**src/rtl/ctrl_encode_pkg.sv**
```systemverilog
// ----------------------------------------------------------------------------
// ctrl_encode_pkg
// Purpose : Shared encodings for the load-data extension path.
//           - Access size (mem_op): word / byte / half. 2'b11 is reserved and
//             decoded as word by its users.
//           - Extension mode (mem_ext / ext_op): zero or sign.
// Ports   : none (package)
// ----------------------------------------------------------------------------
package ctrl_encode_pkg;

    localparam logic [1:0] MEM_WORD = 2'b00;
    localparam logic [1:0] MEM_BYTE = 2'b01;
    localparam logic [1:0] MEM_HALF = 2'b10;

    localparam logic EXT_ZERO = 1'b0;
    localparam logic EXT_SIGN = 1'b1;

endpackage : ctrl_encode_pkg

```
**src/rtl/ext_16_32.sv**
```systemverilog
// ----------------------------------------------------------------------------
// ext_16_32
// Purpose : Combinational 16-to-32-bit extender.
// Ports   : in16   [15:0] input  halfword to extend
//           ext_op         input  EXT_ZERO / EXT_SIGN
//           out32  [31:0]  output extended value
// ----------------------------------------------------------------------------
module ext_16_32
    import ctrl_encode_pkg::*;
(
    input  logic [15:0] in16,
    input  logic        ext_op,
    output logic [31:0] out32
);

    logic fill;

    assign fill  = (ext_op == EXT_SIGN) & in16[15];
    assign out32 = {{16{fill}}, in16};

endmodule : ext_16_32

```
**src/rtl/ext_8_32.sv**
```systemverilog
// ----------------------------------------------------------------------------
// ext_8_32
// Purpose : Combinational 8-to-32-bit extender.
// Ports   : in8    [7:0]  input  byte to extend
//           ext_op        input  EXT_ZERO / EXT_SIGN
//           out32  [31:0] output extended value
// ----------------------------------------------------------------------------
module ext_8_32
    import ctrl_encode_pkg::*;
(
    input  logic [7:0]  in8,
    input  logic        ext_op,
    output logic [31:0] out32
);

    logic fill;

    // Zero extension never propagates the MSB into the upper bits.
    assign fill  = (ext_op == EXT_SIGN) & in8[7];
    assign out32 = {{24{fill}}, in8};

endmodule : ext_8_32

```
**src/rtl/ext_8_16_32.sv**
```systemverilog
// ----------------------------------------------------------------------------
// ext_8_16_32
// Purpose : Load-data extension stage between the data-memory read port and
//           register write-back. Selects the addressed byte/halfword from an
//           aligned little-endian word, zero- or sign-extends it to 32 bits,
//           and registers the result together with a misalignment flag.
//           Latency is one cycle.
// Ports   : clk              input  rising-edge clock
//           rst              input  synchronous active-high reset
//           in_valid         input  qualifies the inputs this cycle
//           mem_op     [1:0] input  access size (MEM_WORD/MEM_BYTE/MEM_HALF,
//                                   2'b11 treated as word)
//           mem_ext          input  0 = zero-extend, 1 = sign-extend
//           offset     [1:0] input  byte offset within the word
//           word_in   [31:0] input  aligned memory word
//           out_valid        output registered copy of in_valid
//           dout      [31:0] output registered extended result
//           misaligned       output registered alignment-error flag
// ----------------------------------------------------------------------------
module ext_8_16_32
    import ctrl_encode_pkg::*;
(
    input  logic        clk,
    input  logic        rst,
    input  logic        in_valid,
    input  logic [1:0]  mem_op,
    input  logic        mem_ext,
    input  logic [1:0]  offset,
    input  logic [31:0] word_in,
    output logic        out_valid,
    output logic [31:0] dout,
    output logic        misaligned
);

    logic [7:0]  byte_sel;
    logic [15:0] half_sel;
    logic [31:0] byte_ext;
    logic [31:0] half_ext;

    logic        vld_q;
    logic [31:0] dout_q,  dout_d;
    logic        mis_q,   mis_d;

    // Byte lane select: little-endian, lane 0 in bits [7:0].
    always_comb begin
        byte_sel = word_in[7:0];
        case (offset)
            2'd0:    byte_sel = word_in[7:0];
            2'd1:    byte_sel = word_in[15:8];
            2'd2:    byte_sel = word_in[23:16];
            default: byte_sel = word_in[31:24];
        endcase
    end

    // Halfword lane select: offset[1] picks the upper half; offset[0]
    // is a misalignment and is handled in the size mux.
    assign half_sel = offset[1] ? word_in[31:16] : word_in[15:0];

    ext_8_32 u_ext8 (
        .in8    (byte_sel),
        .ext_op (mem_ext),
        .out32  (byte_ext)
    );

    ext_16_32 u_ext16 (
        .in16   (half_sel),
        .ext_op (mem_ext),
        .out32  (half_ext)
    );

    // Size mux and misalignment. Misaligned halfwords return zero; a
    // misaligned word still passes the raw word through with the flag set.
    always_comb begin
        dout_d = word_in;
        mis_d  = 1'b0;
        case (mem_op)
            MEM_BYTE: begin
                dout_d = byte_ext;
                mis_d  = 1'b0;
            end
            MEM_HALF: begin
                if (offset[0]) begin
                    dout_d = 32'h0;
                    mis_d  = 1'b1;
                end else begin
                    dout_d = half_ext;
                    mis_d  = 1'b0;
                end
            end
            default: begin  // MEM_WORD and reserved 2'b11
                dout_d = word_in;
                mis_d  = (offset != 2'd0);
            end
        endcase
    end

    // Output registers: data and flag only load on a valid access.
    always_ff @(posedge clk) begin
        if (rst) begin
            vld_q  <= 1'b0;
            dout_q <= 32'h0;
            mis_q  <= 1'b0;
        end else begin
            vld_q <= in_valid;
            if (in_valid) begin
                dout_q <= dout_d;
                mis_q  <= mis_d;
            end
        end
    end

    assign out_valid  = vld_q;
    assign dout       = dout_q;
    assign misaligned = mis_q;

endmodule : ext_8_16_32

```
**config.mk**
```make
export PLATFORM = sky130hd
export DESIGN_NAME = ext_8_16_32
export DESIGN_NICKNAME = d
export VERILOG_FILES = /design/src/rtl/ctrl_encode_pkg.sv /design/src/rtl/ext_16_32.sv /design/src/rtl/ext_8_32.sv /design/src/rtl/ext_8_16_32.sv
export SDC_FILE = /design/constraint.sdc
export NUM_CORES = 1
export LEC_CHECK = 0
export CAP_MARGIN = 20
export CORE_MARGIN = 3
export CORE_UTILIZATION = 44
export DETAILED_ROUTE_END_ITERATION = 6
export PLACE_DENSITY = 0.88
export SYNTH_ARGS = -nofsm -noshare
export SYNTH_HDL_FRONTEND = slang
export SYNTH_SLANG_ARGS = --single-unit
```
**constraint.sdc**
```tcl
create_clock -name clk -period 1.95 [get_ports clk]
set_input_delay 0.39 -clock clk [delete_from_list [all_inputs] [get_ports clk]]
set_output_delay 0.39 -clock clk [all_outputs]
set_load 0.01 [all_outputs]
```
Word level (Yosys, flattened, before mapping)
Index checks and enable logic that the tools add are counted.

Register bits after elaboration: 34. Bits in latches: 0. Bits in writable memories: 0. ROM bits: 0. Input bits: 40. Output and inout port bits: 34. Word-level logic and storage cells: 17. Memories: 0.

Add/sub/neg operators: 0. Multiply operators: 0. Div/mod/pow operators: 0. $lt $le $gt $ge: 0. Equality and inequality tests: 4. Shift-type cells: 0. Muxes and demuxes: 6. Bitwise operators: 2. Reductions and logical operators: 2.

Operator list (number): 32-bit one-hot mux with 2 select lines (1); 32-bit two-way mux (1); 8-bit one-hot mux with 3 select lines (1); 16-bit two-way mux (1); 2-bit by 1-bit equality test with 1-bit output, second input constant (2); 2-bit equality test, second input constant (2); 1-bit AND (2); 2-bit logical NOT (1); 1-bit one-hot mux with 2 select lines (1); 2-bit nonzero test (1); 1-bit two-way mux (1).

Longest topological paths before layout
Word-level depth: 4. Depth in mapped cells: 6.

Cells and area by module
Synthesis repeated with hierarchy kept, for this count alone.

Cell total of the unflattened synthesis: 291. Area, all modules: 2871.5 um2.

By module, submodules not included: ext_8_16_32 (times used 1, cells an instance 225, area each 2378.5 um2, sequential area each 680.7 um2); ext_16_32 (times used 1, cells an instance 33, area each 246.5 um2, sequential area each 0.0 um2); ext_8_32 (times used 1, cells an instance 33, area each 246.5 um2, sequential area each 0.0 um2).

Worst setup path before layout
No wires, ideal clock.

Path type: input port to flip-flop. Start point: input port mem_op[1]. End point: register dout_q[16] (netlist: dout[16]). Arrival time: 1.473 ns. Path slack: 0.358 ns. Cell stages on the path: 6. Buffers on the path: 1. Cell sequence: inv_1 > ha_1 > mux2_2 > a32oi_4 > buf_6 > o21bai_1.

Longest elaborated chain between the ends: 2. Elaborated cells between the ends (all ways): 3. Those cells by class: eq/ne: 2; mux: 1.

RTL lines: from (decl) (line ext_8_16_32.sv:26) `input logic [1:0] mem_op,`; 2-bit equality test / 2-bit by 1-bit equality test with 1-bit output (equally long branches) (line ext_8_16_32.sv:76) `case (mem_op)`; 32-bit one-hot mux with 2 select lines (*) (line ext_8_16_32.sv:76); to (signal assigned) (line ext_8_16_32.sv:106) `dout_q <= dout_d;`; to (decl) (line ext_8_16_32.sv:41) `logic [31:0] dout_q, dout_d;`.

Mark *: on every way between the ends. The rest lies on a longest branch, timed or not. A chain may end at the register's enable or synchronous reset.

Final worst setup path
Start point: input port mem_op[0]. End point: register dout_q[16] (netlist: dout[16]).

Same word-level chain as after synthesis.

==> impl_results.md <==
* Num CTS Buffers at 5
* CP peak stage delay at 0.48 ns
* Final ANT Viol Nets at 0
* Yosys reg bits at 34
* Worst path bufs/invs at 3
* WL per Instance at roughly 18 µm
* Worst-Skew Late Latency at between 0.2 and 0.3 ns
* Count of final setup violators at 0
* End of the worst register-to-register path: dout[21]
* Fraction of registers with async set/reset at 0%
* Power per cell area at between 600 and 700 mW/mm²
* Detailed-route DRC error count at 0
* CTS root buffer: clkbuf_8
* Post-synth EDFFs at 0
* Num ports at 74
* Int Power at 1.354 mW
* Register area at 680.7 µm²
* Post-Route WL at between 6000 and 7000 µm
* Pre-Repair DR Iteration Count at 4
* Worst EP arrival at 2.04 ns
* Hold Vio Cnt, Final at 0
* Clock transition at the registers of the reported paths at 0.07 ns
* GRT Residual Overflow at 0
* Min Tclk post-route at 1.817 ns
* Net Sw Frac at 29.20%
* R2r setup slk at 1.03 ns
* ANT cells at 0
* Die Area at 0.005392 mm²
* Fin area at 0.003005 mm²
* Initial detailed-routing violation count at 195
* Die Wd at 73.43 µm
* RR Startpoint: dout[21]
* Vias per cell at 5.980
* Hold Path Sink: misaligned
* Slew headroom at 70.97%
* Final setup TNS at 0 ns
* Max clock buf depth at 2
* H-tree levels at 2
* DP Area at 0.002913 mm²
* Final nets at 348
* Final Max Tran Viols at 0
* Starting density of the core at 47.62%
* RSZ-0062 raised after global routing: no
* Seq pwr share at 41.0%
* Cell depth of the worst flop-to-flop path at 3
* Top cells by area, synth: dfxtp_1 (34%), o21bai_1 (12%), o2bb2ai_1 (6.1%)
* Hold Startpoint: misaligned
* Max Freq at ~550 MHz
* Vias at 2,135
* Area Overhead vs Synth at 50.22%
* Netlist cell types at 33
* Yosys warns at 0
* Commonest non-fill, non-tap cell in the layout: clkdlybuf4s50_1
* Most frequent cells in the layout: clkdlybuf4s50_1 (73), dfxtp_1 (34), o21bai_1 (31)
* Post-synthesis sequential area ratio at 34.02%
* Die height at roughly 73 µm
* Critical-path cell list: clkdlybuf4s50_1 > inv_1 > ha_1 > nand2b_1 > buf_4 > or2_2 > o21bai_1
* Comb pwr share at a little under a third
* Post-synth top flop: dfxtp_1
* Cells after Synth at approximately 220
* Vias in the first global route at roughly 2.1k
* CTS Hold Buffers Added at 0
* Maximum vdd drop at 350.5 µV
* Initial antenna violation count at 0
* Min-Delay Path Depth at 2
* Skew final at 0 ns
* Clock Power Share at between 20% and 30%
* CTS tree: built
* Area of the multi-input gates at 0.001205 mm²
* Port bufs at 73
* Total power at 1.912 mW
* Setup Buffers After CTS at 0
* Mapped Area at 0.002001 mm²
* Syn avg cell area at 8.932 µm²
* Period utilization at 93.16%
* Least-Margin Pin Slew at 0.4352 ns
* Share of the synthesized area in the top cell type at 34.02%
* Final HPWL from detailed placement at around 4700 µm
* Largest net degree at the start of global routing at 36
* Hold/Removal Path Class: reg -> reg
* Filler cells at 321
* Share of layout cells above drive strength 1 at between 10% and 20%
* CP max FO at 16
* Synth area leader: dfxtp_1
* Clock Sinks at 34
* CP top delay family: buffers and inverters
* GRT Util Overall at 24.52%
* CP Launch Type: input pin
* Max Cap Viol at 0
* Status: finished clean
* Total leakage power at 1.134 nW
* Routability Congestion at ~0.85
* Min Hold Slack at roughly 0.49 ns
* Slowest cell on crit path: clkdlybuf4s50_1
* Core Area at 0.004202 mm²
* # rows at 23
* Syn_nets at 266
* Switching power at ~560 µW
* Critical setup path kind: in -> reg
* WP data required at 2.17 ns
* First-pass GRT wire length at roughly 10,000 µm
* Critical path endpoint category: flip-flop
[sequential cells by signal, indices dropped and copies added (netlist names)]
register    flops
dout           32
misaligned      1
out_valid       1
[power groups by stage]
stage / Clock, mW / Combinational (mW) / Sequential [mW]
final: 0.554 / 0.574 / 0.784
after global placement: 0 / 0.553 / 0.796
after floorplan: 0 / 0.246 / 0.816
after global routing: 0.588 / 0.617 / 0.789
after detailed placement: 0 / 0.566 / 0.797
after CTS: 0.559 / 0.571 / 0.782
[layer usage]
metal	track usage (%)	share of wire, %	vias to the layer above
li1	-	-	981
met1	30.74	40	1028
met2	41.11	50	105
met3	5.609	7.5	21
met4	8.652	2.7	0
met5	0	0	-
[synth_stat cells, types with 2 or more instances]
| cell | instances |
|---|---|
| a211oi_1 | 9 |
| a21oi_1 | 17 |
| a22oi_1 | 7 |
| buf_2 | 3 |
| buf_6 | 3 |
| clkbuf_1 | 12 |
| dfxtp_1 | 34 |
| ha_1 | 2 |
| inv_1 | 4 |
| mux2_2 | 9 |
| mux2i_1 | 7 |
| nand2_1 | 26 |
| nand2b_1 | 3 |
| nand3b_1 | 3 |
| nor2_1 | 3 |
| o21ai_0 | 3 |
| o21bai_1 | 31 |
| o22ai_1 | 6 |
| o2bb2ai_1 | 14 |
| or2_2 | 15 |
[how the worst max path moves through the flow]
stage          endpoint  depth (start not counted)  startpoint  slack (ns)
2_1_floorplan  dout[16]                          6   mem_op[1]        0.36
3_3_place_gp   dout[16]                          7   mem_op[0]       -0.13
3_5_place_dp   dout[16]                          7   mem_op[0]       -0.17
4_1_cts        dout[16]                          7   mem_op[0]        0.13
5_1_grt         dout[6]                          7   mem_op[0]        0.02
6_report       dout[16]                          7   mem_op[0]        0.13
[what timing repair did]
| item | 4_1_cts | 5_1_grt |
|---|---|---|
| setup endpoints to repair | 0 | 1 |
| endpoints found under the hold margin | 0 | 0 |
| resized for setup | 0 | 1 |
[tightest hold or removal path, stage by stage, from the launching register on]
cell,delay (ns)
dfxtp_1,0.33
nand2_1,0.07
a21oi_1,0.05
[final cells by class]
class,count,share of cell area (%)
clock buffers,7,2.873
clock inverters,1,0.1665
inverters,4,0.4996
multi-input cells,167,40.09
flip-flops and latches,34,22.65
well taps,50,2.082
repair buffers,94,31.64
[metrics by stage]
step | util, % | setup slack, ns | instances
floorplan | - | 0.3579 | 224
global placement | 69.33 | -0.1348 | 349
detailed placement | 69.33 | -0.1698 | 349
CTS | 71.50 | 0.1306 | 357
global route | 71.53 | 0.01834 | 357
finish | 71.53 | 0.1335 | 357
[cells by family (layout without fill, tap and decap cells)]
group	Yosys count	in the layout	synth area share, %
adders and majority gates	2	2	1.251
and+or+nand+nor	54	54	13.63
AOI/OAI and AO/OA	93	93	34.83
buffers and inverters	23	106	5.816
muxes	18	18	10.44
DFF	34	34	34.02
No activity file was read; power rests on OpenSTA's default activity.
